### config.mk
export PLATFORM = sky130hd
export DESIGN_NAME = diff_freq_serial_in
export DESIGN_NICKNAME = d
export VERILOG_FILES = /design/src/rtl/diff_freq_serial_in.sv
export SDC_FILE = /design/constraint.sdc
export NUM_CORES = 1
export LEC_CHECK = 0
export CAP_MARGIN = 0
export CORE_MARGIN = 2
export CORE_UTILIZATION = 45
export DETAILED_ROUTE_END_ITERATION = 7
export DONT_BUFFER_PORTS = 1
export GPL_ROUTABILITY_DRIVEN = 0
export GPL_TIMING_DRIVEN = 0
export SLEW_MARGIN = 5
export SYNTH_ARGS = -nofsm -noshare
export SYNTH_HDL_FRONTEND = slang
export SYNTH_SLANG_ARGS = --single-unit
### constraint.sdc
create_clock -name clk -period 2.6 [get_ports clk]
set_clock_uncertainty 0.15 [all_clocks]
set_input_delay 0.13 -clock clk [delete_from_list [all_inputs] [get_ports clk]]
set_output_delay 0.13 -clock clk [all_outputs]
set_load 0.02 [all_outputs]
### src/rtl/diff_freq_serial_in.sv
// Samples a variable-rate serial word (per-bit period from a pattern) and returns it byte-wise via the UART tx handshake.
// Sampling is 2-cycle synchronized; each byte waits for i_tx_done_tick, so the UART alone paces the return path.
module diff_freq_serial_in #(
  parameter int DATA_BIT    = 32,
  parameter int FAST_PERIOD = 4,
  parameter int SLOW_PERIOD = 8
) (
  input  logic                clk,
  input  logic                rst_n,
  input  logic                i_serial_in,
  input  logic                i_start,
  input  logic                i_stop,
  input  logic [DATA_BIT-1:0] i_freq_pattern,
  input  logic                i_tx_done_tick,
  output logic [7:0]          o_tx_data,
  output logic                o_tx_start,
  output logic [DATA_BIT-1:0] o_capture,
  output logic                o_busy,
  output logic                o_bit_tick,
  output logic                o_done_tick
);

  localparam int NBYTE = DATA_BIT / 8;
  localparam int MAXP  = (FAST_PERIOD > SLOW_PERIOD) ? FAST_PERIOD : SLOW_PERIOD;
  localparam int CW    = $clog2(MAXP);
  localparam int BW    = $clog2(DATA_BIT);
  localparam int YW    = (NBYTE > 1) ? $clog2(NBYTE) : 1;

  localparam logic [CW-1:0] FAST_LAST = CW'(FAST_PERIOD - 1);
  localparam logic [CW-1:0] SLOW_LAST = CW'(SLOW_PERIOD - 1);
  localparam logic [CW-1:0] FAST_HALF = CW'(FAST_PERIOD / 2);
  localparam logic [CW-1:0] SLOW_HALF = CW'(SLOW_PERIOD / 2);

  typedef enum logic [2:0] {
    S_IDLE,
    S_SAMPLE,
    S_SEND,
    S_WAIT,
    S_DONE
  } state_t;

  state_t              state, state_nxt;
  logic                sync1, sync2;
  logic [DATA_BIT-1:0] pattern;
  logic [DATA_BIT-1:0] shift;
  logic [DATA_BIT-1:0] capture_q;
  logic [BW-1:0]       bit_idx;
  logic [CW-1:0]       cnt;
  logic [YW-1:0]       byte_idx;
  logic [7:0]          tx_hold;
  logic [7:0]          tx_byte;
  logic [CW-1:0]       cur_last;
  logic [CW-1:0]       cur_half;
  logic                bit_last;
  logic                last_byte;
  logic                capture_ld;

  // Period of the bit currently on the wire; switches exactly at the bit boundary.
  assign cur_last  = pattern[bit_idx] ? FAST_LAST : SLOW_LAST;
  assign cur_half  = pattern[bit_idx] ? FAST_HALF : SLOW_HALF;
  assign bit_last  = (cnt == cur_last);
  assign last_byte = (byte_idx == YW'(NBYTE - 1));
  assign tx_byte   = capture_q[{byte_idx, 3'b000} +: 8];

  always_ff @(posedge clk or negedge rst_n) begin
    if (!rst_n) begin
      sync1 <= 1'b0;
      sync2 <= 1'b0;
    end else begin
      sync1 <= i_serial_in;
      sync2 <= sync1;
    end
  end

  always_ff @(posedge clk or negedge rst_n) begin
    if (!rst_n) state <= S_IDLE;
    else        state <= state_nxt;
  end

  always_comb begin
    state_nxt  = state;
    capture_ld = 1'b0;
    case (state)
      S_IDLE: begin
        if (i_start) state_nxt = S_SAMPLE;
      end
      S_SAMPLE: begin
        // Abort takes priority over completing the final bit.
        if (i_stop) begin
          state_nxt = S_IDLE;
        end else if (bit_last && bit_idx == BW'(DATA_BIT - 1)) begin
          capture_ld = 1'b1;
          state_nxt  = S_SEND;
        end
      end
      S_SEND: begin
        state_nxt = S_WAIT;
      end
      S_WAIT: begin
        if (i_tx_done_tick) state_nxt = last_byte ? S_DONE : S_SEND;
      end
      S_DONE: begin
        state_nxt = S_IDLE;
      end
      default: begin
        state_nxt = S_IDLE;
      end
    endcase
  end

  always_ff @(posedge clk or negedge rst_n) begin
    if (!rst_n) begin
      pattern <= '0;
      shift   <= '0;
      bit_idx <= '0;
      cnt     <= '0;
    end else if (state == S_IDLE && i_start) begin
      pattern <= i_freq_pattern;
      shift   <= '0;
      bit_idx <= '0;
      cnt     <= '0;
    end else if (state == S_SAMPLE && !i_stop) begin
      // Mid-bit sample lands before the last cycle, so shift is complete when the word is captured.
      if (cnt == cur_half) shift[bit_idx] <= sync2;
      if (bit_last) begin
        cnt     <= '0;
        bit_idx <= bit_idx + 1'b1;
      end else begin
        cnt <= cnt + 1'b1;
      end
    end
  end

  always_ff @(posedge clk or negedge rst_n) begin
    if (!rst_n) begin
      capture_q <= '0;
      byte_idx  <= '0;
      tx_hold   <= '0;
    end else begin
      if (capture_ld) begin
        capture_q <= shift;
        byte_idx  <= '0;
      end else if (state == S_WAIT && i_tx_done_tick && !last_byte) begin
        byte_idx <= byte_idx + 1'b1;
      end
      if (state == S_SEND) tx_hold <= tx_byte;
    end
  end

  assign o_tx_data   = (state == S_SEND) ? tx_byte : tx_hold;
  assign o_tx_start  = (state == S_SEND);
  assign o_capture   = capture_q;
  assign o_busy      = (state != S_IDLE);
  assign o_bit_tick  = (state == S_SAMPLE) && bit_last;
  assign o_done_tick = (state == S_DONE);

endmodule

==> impl_metrics.json <==
{
  "worst-endpoint-required_ns": 2.75,
  "wl_met3_um": 588,
  "finalSetupViolCount": 74,
  "yosysMostFrequentCell": "nand2_1",
  "yosysSeqAreaShare_pct": 47.56,
  "die_height_um": 122.0,
  "grt_first_pass_wirelength_um": 24240,
  "fin_crit_sh_pct": 108.7,
  "cts_tree": "built",
  "totalWireLength_um": 15470,
  "io_pins": 82,
  "ir_drop_v": 0.0007101,
  "htreeDepth": 4,
  "drtAntennaViolNets": 0,
  "tns_ns": -10.30,
  "ys_warn_count": 0,
  "hold_violations": 119,
  "critPathMaxFanout": 10,
  "grt_start_max_net_pins": 120,
  "cts_root_buf": "clkbuf_16",
  "p_leak_nw": 3.874,
  "p_per_area_nw_per_um2": 918.4,
  "end_kind": "flop",
  "status": "finished, violations left",
  "via_per_inst": 5.260,
  "maxSlewViolCount": 0,
  "overflow": 0,
  "rsz0062_at_grt": "true",
  "cp.arrival_ns": 2.97,
  "final_core_util_pct": 59.70,
  "maxCapViolations": 0,
  "yosysTopAreaCell": "dfrtp_1",
  "dieArea_sq_um": 14870,
  "antenna_found_initial": 0,
  "track_usage_pct": 21.59,
  "dp_hpwl_um": 9882,
  "dieWidth_um": 122.0,
  "slew_headroom_pct": 51.23,
  "fin_cells": 864,
  "synthDistinctLibCells": 43,
  "yosys-top-cells-count": "nand2_1 (160), dfrtp_1 (119), mux2i_1 (80), nor2_1 (76), mux2_4 (28)",
  "drcViolationCount": 0,
  "vias": 4545,
  "firstDrtPassIters": 4,
  "yosys_register_bits": 119,
  "area_growth_pct": 30.82,
  "cts.clk_slew.worst_paths_ns": 0.05,
  "nets": 720,
  "cts_inserted_buffers": 17,
  "dp.cells": 775,
  "num_antenna_cells": 0,
  "final_area_sq_um": 8190,
  "min_path_type": "in2async",
  "grt_pass1_vias": 4672,
  "synth_ff_type": "dfrtp_1",
  "setup_ws_ns": -0.2254,
  "hold_buffers": 37,
  "power_mw": 7.522,
  "drtIter0Drc": 197,
  "violations": "hold timing, setup timing",
  "clock_latency_ns": 0.42,
  "worstMarginPinSlew_ns": 0.7315,
  "syn_avg_cell_area_sq_um": 10.52,
  "hold_ws_ns": -0.7489,
  "rows": 43,
  "place_ws_ns": -0.4509,
  "met2_length_um": 8078,
  "cts_sinks": 119,
  "synth_cells": 595,
  "syn_nets": 640,
  "start_util_pct": 45.64,
  "fin_crit_ns": 2.825,
  "cts_max_path_buffers": 2,
  "ys_async_sr_fraction_pct": 100.0,
  "worstSetupPathType": "reg2reg",
  "drive_gt1_share_pct": 24.27,
  "synth-edff-count": 0,
  "netlist.area_leader.share_pct": 47.56,
  "fmax_mhz": 353.9,
  "place_area_sq_um": 6486,
  "start_kind": "flop",
  "port_buffers": 0,
  "highest_layer": "met4",
  "core_area_sq_um": 13720,
  "wl_met1_um": 6563,
  "wl_per_cell_um": 17.91,
  "synth_area_leaders": "dfrtp_1 (48%), mux2i_1 (13%), nand2_1 (9.6%)",
  "netlist_area_sq_um": 6261
}
[registers in the layout, indices dropped and copies added (netlist names)]
register and flops:
pattern 32, bit_idx 5, sync2 1, o_capture 32, state 3, sync1 1
byte_idx 2, tx_hold 8, shift 32, cnt 3
[cells in the final DEF (no fill, tap or decap), types with 10 or more instances in the layout]
master	count
mux2_2	12
mux2i_1	48
nand2_1	160
clkbuf_16	21
mux2_4	34
nor2_1	75
mux2i_2	10
mux2i_4	24
clkbuf_1	20
dlygate4sd3_1	37
buf_12	11
dfrtp_1	119
[worst paths after layout]
kind	startpoint	to	slack, ns	cells after the start
max in group asynchronous	rst_n	pattern[20]	2.91	0
min in group clk	i_start	cnt[0]	0.09	5
max	bit_idx[1]	o_capture[22]	-0.23	11
min reg2reg	sync1	sync2	0.20	0
min	rst_n	o_capture[11]	-0.75	0
max reg2reg	bit_idx[1]	o_capture[22]	-0.23	11
[cell families after synthesis]
group           count (synthesis)  synth area share [%]
simple gates                  271                 17.83
buf+inv                        40                 4.037
fa+ha+maj                       7                 1.399
mux                           137                 26.70
compound gates                 19                 2.198
xor+xnor                        2                0.2798
flops                         119                 47.56
[layout make-up]
class	instances	area [sq um]
repair buffers	61	711.9
multi-input cells	436	3431
fillers	1122	5529
clock inverters	5	75.07
plain buffers	34	274.0
inverters	6	27.53
flip-flops and latches	119	2978
clock buffers	23	467.9
well taps	180	225.2
[worst max-delay path, stage by stage (launching register included)]
cell and delay [ns]:
dfrtp_1 0.37, buf_6 0.16, buf_6 0.13, mux2_2 0.36, a21oi_2 0.14, a221o_1 0.16
and4_4 0.26, buf_6 0.11, mux2i_4 0.23, buf_12 0.17, buf_12 0.16, mux2_4 0.30
[where the power goes]
part           switching [mW]  internal [mW]  leakage [nW]
logic                    1.50           1.47          2.01
clock network           0.785           1.43         0.269
registers               0.188           2.16          1.60
total                    2.47           5.05          3.87
[repair_timing]
action                     CTS  global route
hold endpoints to repair   158           119
pin swaps                    5             0
setup endpoints to repair   77            81
gates cloned                 1             4
buffers inserted            13             6
resized for setup           49            54
[metal layers]
layer / up-vias / global-route usage, %
li1: 2163 / -
met1: 2262 / 26.49
met2: 104 / 36.00
met3: 16 / 5.478
met4: 0 / 9.483
met5: - / 0
No activity file was read; power rests on OpenSTA's default activity.
